===== config.mk =====
export PLATFORM = sky130hd
export DESIGN_NAME = door_cmd_arbiter
export DESIGN_NICKNAME = d
export VERILOG_FILES = /design/src/rtl/door_cmd_arbiter.sv
export SDC_FILE = /design/constraint.sdc
export NUM_CORES = 1
export LEC_CHECK = 0
export CORE_ASPECT_RATIO = 1.1
export CORE_MARGIN = 1.5
export CORE_UTILIZATION = 35
export DETAILED_ROUTE_END_ITERATION = 16
export SYNTH_ARGS = -nofsm -noshare
export SYNTH_HDL_FRONTEND = slang
export SYNTH_SLANG_ARGS = --single-unit

===== constraint.sdc =====
create_clock -name clk -period 2.8 [get_ports clk]
set_clock_uncertainty 0.1 [all_clocks]
set_input_delay 0.84 -clock clk [delete_from_list [all_inputs] [get_ports clk]]
set_output_delay 0.84 -clock clk [all_outputs]
set_load 0.03 [all_outputs]

===== src/rtl/door_cmd_arbiter.sv =====
// Purpose : merges wall-panel, remote and auto-close requests into one-cycle
//           buttonup/buttondown commands for the garage-door FSM.
// Latency : request edge sampled at clock k -> command pulse in cycle k+1.
// Backpress: none; losing or blocked requests are dropped, never queued.
//
// Ports:
//   clk, rst_n                      clock, async active-low reset
//   wall_up, wall_down              wall-panel buttons (level)
//   remote_toggle                   remote button (level), direction from door state
//   auto_en                         enables the auto-close countdown
//   sensortop, sensorbottom         door fully open / fully closed
//   lightbarrier                    obstruction present, blocks all down requests
//   motorleft, motorright           door moving up / down (from the door FSM)
//   buttonup, buttondown            one-cycle command pulses to the door FSM
//   grant                           source of last command: 00 none, 01 wall, 10 remote, 11 auto
//   autoclose_active                auto-close countdown running
//   busy                            hold-off window after a command
module door_cmd_arbiter #(
  parameter int AUTO_CLOSE_CYCLES = 8,
  parameter int HOLDOFF_CYCLES    = 4,
  parameter int CNT_W             = 16
) (
  input  logic       clk,
  input  logic       rst_n,
  input  logic       wall_up,
  input  logic       wall_down,
  input  logic       remote_toggle,
  input  logic       auto_en,
  input  logic       sensortop,
  input  logic       sensorbottom,
  input  logic       lightbarrier,
  input  logic       motorleft,
  input  logic       motorright,
  output logic       buttonup,
  output logic       buttondown,
  output logic [1:0] grant,
  output logic       autoclose_active,
  output logic       busy
);

  localparam logic [1:0] SRC_WALL   = 2'b01;
  localparam logic [1:0] SRC_REMOTE = 2'b10;
  localparam logic [1:0] SRC_AUTO   = 2'b11;

  localparam logic [CNT_W-1:0] AUTO_LOAD = CNT_W'(AUTO_CLOSE_CYCLES - 1);
  localparam logic [CNT_W-1:0] HOLD_LOAD = CNT_W'(HOLDOFF_CYCLES - 1);

  typedef enum logic [1:0] {
    ST_IDLE  = 2'd0,
    ST_ISSUE = 2'd1,
    ST_HOLD  = 2'd2
  } state_t;

  state_t           state;
  logic [CNT_W-1:0] hold_cnt;
  logic [CNT_W-1:0] ac_cnt;
  logic             ac_armed;

  // Previous samples of the button inputs, plus a flag that is clear only in
  // the first cycle after reset so a button held through reset release is
  // taken as the reference level rather than as a fresh press.
  logic             wall_up_q;
  logic             wall_down_q;
  logic             remote_q;
  logic             primed;

  // The sensor bottom and downward motor feedback are part of the door
  // interface but do not influence arbitration.
  logic             unused_inputs;
  assign unused_inputs = sensorbottom ^ motorright;

  // ---------------------------------------------------------------------
  // Request generation
  // ---------------------------------------------------------------------
  logic wall_up_edge;
  logic wall_down_edge;
  logic remote_edge;
  logic any_edge;
  logic remote_is_down;
  logic rem_up_req;
  logic rem_dn_req;
  logic ac_cancel;
  logic ac_expire;
  logic up_req;
  logic dn_req;
  logic [1:0] req_src;

  always_comb begin
    wall_up_edge   = primed & wall_up       & ~wall_up_q;
    wall_down_edge = primed & wall_down     & ~wall_down_q;
    remote_edge    = primed & remote_toggle & ~remote_q;
    any_edge       = wall_up_edge | wall_down_edge | remote_edge;

    // Remote closes an open or opening door, otherwise opens it.
    remote_is_down = sensortop | motorleft;
    rem_up_req     = remote_edge & ~remote_is_down;
    rem_dn_req     = remote_edge &  remote_is_down;

    // Any manual activity or unsafe/unsuitable condition aborts auto-close.
    ac_cancel      = ~sensortop | ~auto_en | lightbarrier | any_edge;
    ac_expire      = autoclose_active & (ac_cnt == '0) & ~ac_cancel;

    up_req         = wall_up_edge | rem_up_req;
    dn_req         = ~lightbarrier & (wall_down_edge | rem_dn_req | ac_expire);

    // Ups are listed first so they win; within a direction wall > remote > auto.
    if (wall_up_edge)        req_src = SRC_WALL;
    else if (rem_up_req)     req_src = SRC_REMOTE;
    else if (wall_down_edge) req_src = SRC_WALL;
    else if (rem_dn_req)     req_src = SRC_REMOTE;
    else                     req_src = SRC_AUTO;
  end

  // ---------------------------------------------------------------------
  // Edge-detect registers
  // ---------------------------------------------------------------------
  always_ff @(posedge clk or negedge rst_n) begin
    if (!rst_n) begin
      wall_up_q   <= 1'b0;
      wall_down_q <= 1'b0;
      remote_q    <= 1'b0;
      primed      <= 1'b0;
    end else begin
      wall_up_q   <= wall_up;
      wall_down_q <= wall_down;
      remote_q    <= remote_toggle;
      primed      <= 1'b1;
    end
  end

  // ---------------------------------------------------------------------
  // Auto-close countdown
  // ---------------------------------------------------------------------
  always_ff @(posedge clk or negedge rst_n) begin
    if (!rst_n) begin
      ac_cnt           <= '0;
      autoclose_active <= 1'b0;
      ac_armed         <= 1'b1;
    end else begin
      if (autoclose_active) begin
        if (ac_cancel) begin
          autoclose_active <= 1'b0;
        end else if (ac_cnt == '0) begin
          // Fire once; stay disarmed until the door has left the top.
          autoclose_active <= 1'b0;
          ac_armed         <= 1'b0;
        end else begin
          ac_cnt <= ac_cnt - 1'b1;
        end
      end else if (ac_armed && sensortop && auto_en && !lightbarrier && !any_edge) begin
        // Load is gated by the cancel conditions too, so a held barrier keeps
        // the count from starting and it restarts in full once it clears.
        ac_cnt           <= AUTO_LOAD;
        autoclose_active <= 1'b1;
      end

      if (!sensortop) begin
        ac_armed <= 1'b1;
      end
    end
  end

  // ---------------------------------------------------------------------
  // Command sequencer
  // ---------------------------------------------------------------------
  always_ff @(posedge clk or negedge rst_n) begin
    if (!rst_n) begin
      state      <= ST_IDLE;
      hold_cnt   <= '0;
      buttonup   <= 1'b0;
      buttondown <= 1'b0;
      grant      <= 2'b00;
      busy       <= 1'b0;
    end else begin
      buttonup   <= 1'b0;
      buttondown <= 1'b0;

      case (state)
        ST_IDLE: begin
          busy <= 1'b0;
          if (up_req || dn_req) begin
            state      <= ST_ISSUE;
            buttonup   <= up_req;
            buttondown <= ~up_req;
            grant      <= req_src;
          end
        end

        ST_ISSUE: begin
          // Requests arriving in the command cycle itself are dropped.
          state    <= ST_HOLD;
          hold_cnt <= HOLD_LOAD;
          busy     <= 1'b1;
        end

        ST_HOLD: begin
          if (up_req) begin
            // Safety reversal: an up request preempts the hold-off window.
            state    <= ST_ISSUE;
            buttonup <= 1'b1;
            grant    <= req_src;
            busy     <= 1'b0;
          end else if (hold_cnt == '0) begin
            state <= ST_IDLE;
            busy  <= 1'b0;
          end else begin
            hold_cnt <= hold_cnt - 1'b1;
          end
        end

        default: begin
          state <= ST_IDLE;
          busy  <= 1'b0;
        end
      endcase
    end
  end

endmodule


; ---- After elaboration in Yosys (flattened, before gate mapping)
; Index checks and enable logic that the tools add are counted.
[word_totals]
regBits = 45
inputBits = 11
out_inout_bits = 6
[op_classes]
eq_ne = 12
addsub = 2
mux = 34
n_reduce_logical = 18
n_bitwise = 29
[op_table]
columns = op, n
row1 = 2-to-1 mux 16 bit, 6
row2 = zero test 16 bit, 2
row3 = case mux 16 bit (2 select lines), 1
row4 = subtractor 16 x 1 -> 16 bit (second input constant), 2
row5 = 2-to-1 mux 2 bit, 8
row6 = 2-to-1 mux 1 bit, 15
row7 = inequality test 2 bit (second input constant), 7
row8 = AND reduction 3 bit, 4
row9 = bitwise AND 1 bit, 11
row10 = inverter 1 bit, 9
row11 = OR 1 bit, 9
row12 = case mux 2 bit (3 select lines), 1
row13 = nonzero test 2 bit, 3
row14 = logical AND 1 bit, 4
row15 = inequality test 2 x 1 -> 1 bit (second input constant), 2
row16 = case mux 1 bit (2 select lines), 2
row17 = case mux 2 bit (2 select lines), 1
row18 = inequality test 3 bit (second input constant), 1
row19 = equality test 2 x 1 -> 1 bit (second input constant), 1
row20 = equality test 2 bit (second input constant), 1
row21 = zero test 1 bit, 2
row22 = zero test 2 bit, 1
row23 = AND reduction 2 bit, 1
row24 = logical OR 1 bit, 1

; ---- Depth between registers and ports, before layout
[logic_depth]
ltp_word = 12
depth_mapped = 7
ltp_nobuf = 7

; ---- Worst setup path before layout
; Ideal clock, no wire load.
[synth_timing]
path_kind = in2reg
from = input wall_up
to = register ac_cnt[12]
path_stages = 5
arrival_ns = 2.451
slack_ns = 0.171
cell_sequence = nor2b_1 -> o31ai_1 -> nand4_1 -> or3_2 -> a21oi_1
[synth_via]
elab_chain_len = 8
word_cells_on_any_way = 10
[synth_rtl]
columns = element, line_no
row1 = start: declaration, 25  ; input logic wall_up,
row2 = bitwise AND 1 bit (*) (2 in series), 89  ; wall_up_edge = primed & wall_up & ~wall_up_q;
row3 = OR 1 bit (*) (2 in series), 92  ; any_edge = wall_up_edge | wall_down_edge | remote_edge;
row4 = zero test 1 bit, 150  ; end else if (ac_armed && sensortop && auto_en && !lightbarrier && !any_edge) begin
row5 = logical AND 1 bit, 150
row6 = nonzero test 2 bit (no line), --
row7 = AND reduction 3 bit (no line) (*), --
row8 = end signal: assignment, 148  ; ac_cnt <= ac_cnt - 1'b1;
row9 = end: declaration, 56  ; logic [CNT_W-1:0] ac_cnt;
; Mark *: on every way between the ends. The rest lies on a longest branch, timed or not.
; A chain may end at the register's enable or synchronous reset.

; ---- Final worst setup path
[layout_timing]
from = input remote_toggle
to = register hold_cnt[14]
[layout_via]
elab_chain_len = 6
[layout_rtl]
columns = element, line_no
row1 = start: declaration, 27  ; input logic remote_toggle,
row2 = bitwise AND 1 bit (2 in series), 91  ; remote_edge = primed & remote_toggle & ~remote_q;
row3 = bitwise AND 1 bit, 96  ; rem_up_req = remote_edge & ~remote_is_down;
row4 = OR 1 bit, 103  ; up_req = wall_up_edge | rem_up_req;
row5 = inequality test 2 bit (no line), --
row6 = AND reduction 3 bit (no line), --
row7 = end signal: assignment, 207  ; hold_cnt <= hold_cnt - 1'b1;
row8 = end: declaration, 55  ; logic [CNT_W-1:0] hold_cnt;
; No other way between the ends.

==> impl_summary.md <==
Clock tree
The largest buffer count on any clock path is 2. After clock tree synthesis, the clock-pin slew on the worst setup and hold paths is 0.10 ns. The cell sitting at the root of the clock tree is a sky130_fd_sc_hd__clkbuf_8. The count of H-tree levels built during CTS is 2. The post-cts hold buffer count is 0.

The clock drives 45 sinks. The TritonCTS clock tree is built. The number of clock buffers inserted by TritonCTS is 5. The post-CTS setup buffer count is 0. The number of gates resized after CTS is 0.

For the worst-skew pair, the clock arrives at the later sink with an insertion delay of 0.31 ns.

Placement
Buffers placed on the I/O ports in this run total 14. The congestion estimate from routability-driven global placement came to 0.843. The area after detailed placement is 2800 µm².

Once placement completed, the tool counted placed cells totaling 363. Summed over all nets, the half-perimeter wirelength after detailed placement is approximately 3.8 mm.

Routing
In this run the remaining antenna-violating nets after routing total 0. The total vias in the final route is 1987. The remaining design rule violation count is 0.

The iteration count of the initial detailed-routing pass is 4. The total detailed-routing wirelength is between 5 and 6 mm. The mean routed wirelength per cell is about 14 µm. The DRC violation total after the first TritonRoute iteration is 89. In the routed layout, each cell is associated on average with a via count of 5.36.

STA
The upper clock frequency limit is roughly 380 MHz. The final critical path time including I/O delays and setup is 2.61 ns. The slew of the pin with the lowest slew margin is 0.563 ns. The final number of max-transition violations is 0.

After layout, the worst path uses 93.2% of the clock period. The worst slew margin relative to its limit is 61.9%. The total of endpoints with negative setup slack in the final report is 0.

The hold violation total from the final report came to 0. Setup repair after global routing left no endpoint under its margin.

Final layout
The post-route cell area is 2920 µm². From synthesis to final layout, the design area changed by 22.2%. In the final layout, the share of cells above drive strength 1 is 15.6%. The footprint of the multi-input gates is 1200 µm². The number of fillers in the final layout is 641.

The number of non-filler instances in the completed layout is 371. The area used by sequential logic in the layout is 1130 µm². The number of antenna diodes in the final layout is 0. The final net count is 303.

Synth
The warning count from the yosys run is 0. Ranked by total cell area, the synthesized netlist is headed by sky130_fd_sc_hd__dfrtp_1, sky130_fd_sc_hd__mux2i_1, sky130_fd_sc_hd__nand2_1, sky130_fd_sc_hd__nand3_1, sky130_fd_sc_hd__nor2_1. Each instance of the synthesized netlist takes up on average 9.60 µm².

The most used flip-flop cell after synthesis is sky130_fd_sc_hd__dfrtp_1. The number of standard cells after synthesis is 249. In the synthesized netlist, mux cells make up about 6.8% of the area. The fraction of the mapped netlist area in compound gates is 11.7%.

The portion of the post-synthesis area used by sequential elements is 47.2%. Counting flops and latches in the post-synthesis netlist gives 45. The most frequently used cell type in the post-synthesis netlist is sky130_fd_sc_hd__dfrtp_1. The synthesized netlist devotes 0.733% of its cell area to XOR and XNOR gates. The synthesized-area fraction occupied by and/or/nand/nor cells is between 20% and 30%. The mapped cell area is 2390 µm². The top cell type by total area after synthesis is sky130_fd_sc_hd__dfrtp_1. Of all flip-flops after synthesis, the portion carrying an async set or reset was 100%.

The number of nets in the synthesized netlist is about 260. The synthesized netlist devotes 2.09% of its cell area to adder and majority cells. By area, the combinational part of the netlist is dominated by simple AND/OR/NAND/NOR gates. The number of enable-type register cells in the synthesized netlist is 0. Of the post-synthesis cell area, the dominant cell type holds 46.1%.

By count the netlist is led by sky130_fd_sc_hd__dfrtp_1, sky130_fd_sc_hd__nand2_1, sky130_fd_sc_hd__nor2_1. The number of unique standard cell types used by synthesis is 48.

Floorplan
The total core area is 6590 µm². The floorplan has 31 rows. For this configuration, the core starts out at a cell density of 36.2%. The number of I/O pins is 17. From bottom edge to top edge, the die measures 89.7 µm.

The die outline area is 7330 µm². The horizontal die dimension is 81.8 µm.

Worst setup path
The largest fanout of any net on the critical path is 3. The data arrival time of the critical path is 2.71 ns. The kind of capture point of the worst setup path is a flip-flop. The required time of the critical path is 2.90 ns. The critical path is of the in -> reg type. The worst setup path is launched from an input pin.

Power
The power spent charging and discharging nets is 0.661 mW. In this run the static leakage power is 1.37 nW. Dividing total power by cell area gives a power density of 671 nW/µm². The maximum ir drop on the vdd rail is 0.000227 V. The power share of the sequential group is between 40% and 50%. The clock network accounts for 26.4% of the total power. The net switching share of the total power is 33.7%. Combinational logic burns 29.5% of the power. The internal portion of the total power is 1.30 mW.

Global routing
The residual overflow from global routing is 0. The largest net degree at the start of global routing is 18. The via count of the first global-routing pass is 1904. The number of antenna violations at the first check in global routing came to 0. The first global-routing pass estimated ~8.6 mm of wire. The total global routing track utilization is 15.5%.

Outcome
The flow ran to the end, and the final reports show no timing, DRC or antenna violations.

Min path
In this run the worst hold path is classified as in -> async.

Job
The tool flagged a number of max-cap violations equal to 0.
## kinds of logic after synthesis
family                     Yosys count
AOI/OAI and AO/OA                   42
xor gates and xnor gates             2
adders and majority gates            4
buffers and inverters               18
DFF                                 45
muxes                               16
other                                1
and+or+nand+nor                    121
## critical path, cell delays in order
cell	delay, ns
sky130_fd_sc_hd__clkdlybuf4s50_1	0.43
sky130_fd_sc_hd__nor4b_1	0.16
sky130_fd_sc_hd__buf_4	0.13
sky130_fd_sc_hd__o21ai_0	0.32
sky130_fd_sc_hd__and4_1	0.26
sky130_fd_sc_hd__or3b_2	0.46
sky130_fd_sc_hd__mux2i_1	0.13
## sequential cells by signal, indices dropped and copies added (netlist names), 2 cells and up
signal    cells
ac_cnt       16
hold_cnt     16
grant         2
state         2
## metrics by stage
| stage | hold WS, ns | utilization, % | setup slack (ns) | setup TNS (ns) | power, mW |
|---|---|---|---|---|---|
| after floorplan | 0.337 | - | 0.171 | 0 | 1.26 |
| after global placement | 0.356 | 42.4 | -0.160 | -1.77 | 1.44 |
| after detailed placement | 0.364 | 42.4 | -0.180 | -2.05 | 1.46 |
| after CTS | 0.328 | 44.2 | 0.153 | 0 | 1.99 |
| after global routing | 0.345 | 44.3 | 0.0722 | 0 | 2.10 |
| final | 0.329 | 44.3 | 0.190 | 0 | 1.96 |
## power groups by stage
stage          clock (mW)  combinational (mW)  sequential (mW)
2_1_floorplan           0               0.379            0.881
3_5_place_dp            0               0.579            0.880
6_report            0.517               0.578            0.865
5_1_grt             0.563               0.653            0.887
3_3_place_gp            0               0.568            0.876
4_1_cts             0.537               0.583            0.866
## layout by cell type (no fill, tap or decap), drive strengths merged, types with 9 or more instances in the layout
cell | netlist | final
dfrtp | 44 | 44
or3 | 10 | 10
o21ai | 10 | 10
nor2 | 16 | 16
inv | 11 | 13
or4 | 9 | 9
buf | 2 | 26
nand3 | 12 | 12
clkdlybuf4s50 | 0 | 13
nand2 | 28 | 28
mux2i | 15 | 15
## worst paths after layout
kind                          startpoint           end  slack, ns  cells after the start
setup / recovery           remote_toggle  hold_cnt[14]       0.19                      7
hold / removal                     rst_n  hold_cnt[11]       0.33                      1
setup reg to reg            hold_cnt[12]   hold_cnt[5]       0.22                      6
hold reg to reg              hold_cnt[8]   hold_cnt[8]       0.37                      1
max in group asynchronous          rst_n      ac_armed       1.65                      2
min in group clk             hold_cnt[8]   hold_cnt[8]       0.37                      1
## per-layer routing
| layer | part of all wire (%) | track usage, % | vias to the layer above | routed length [µm] |
|---|---|---|---|---|
| met5 | 0 | 0 | - | 0 |
| met4 | 2.3 | 7.09 | 0 | 118 |
| met1 | 48 | 19.0 | 958 | 2420 |
| met2 | 48 | 26.2 | 27 | 2420 |
| met3 | 2.5 | 3.03 | 11 | 128 |
| li1 | - | - | 991 | - |
## area by class of cell
type                            instances  area share (%)
Multi-Input combinational cell        186            41.0
Sequential cell                        45            38.6
Timing Repair Buffer                   39            11.5
Tap cell                               82            3.51
Clock buffer                            5            2.36
Clock inverter                          3            1.63
Inverter                               11            1.41
No activity file was read; power rests on OpenSTA's default activity.
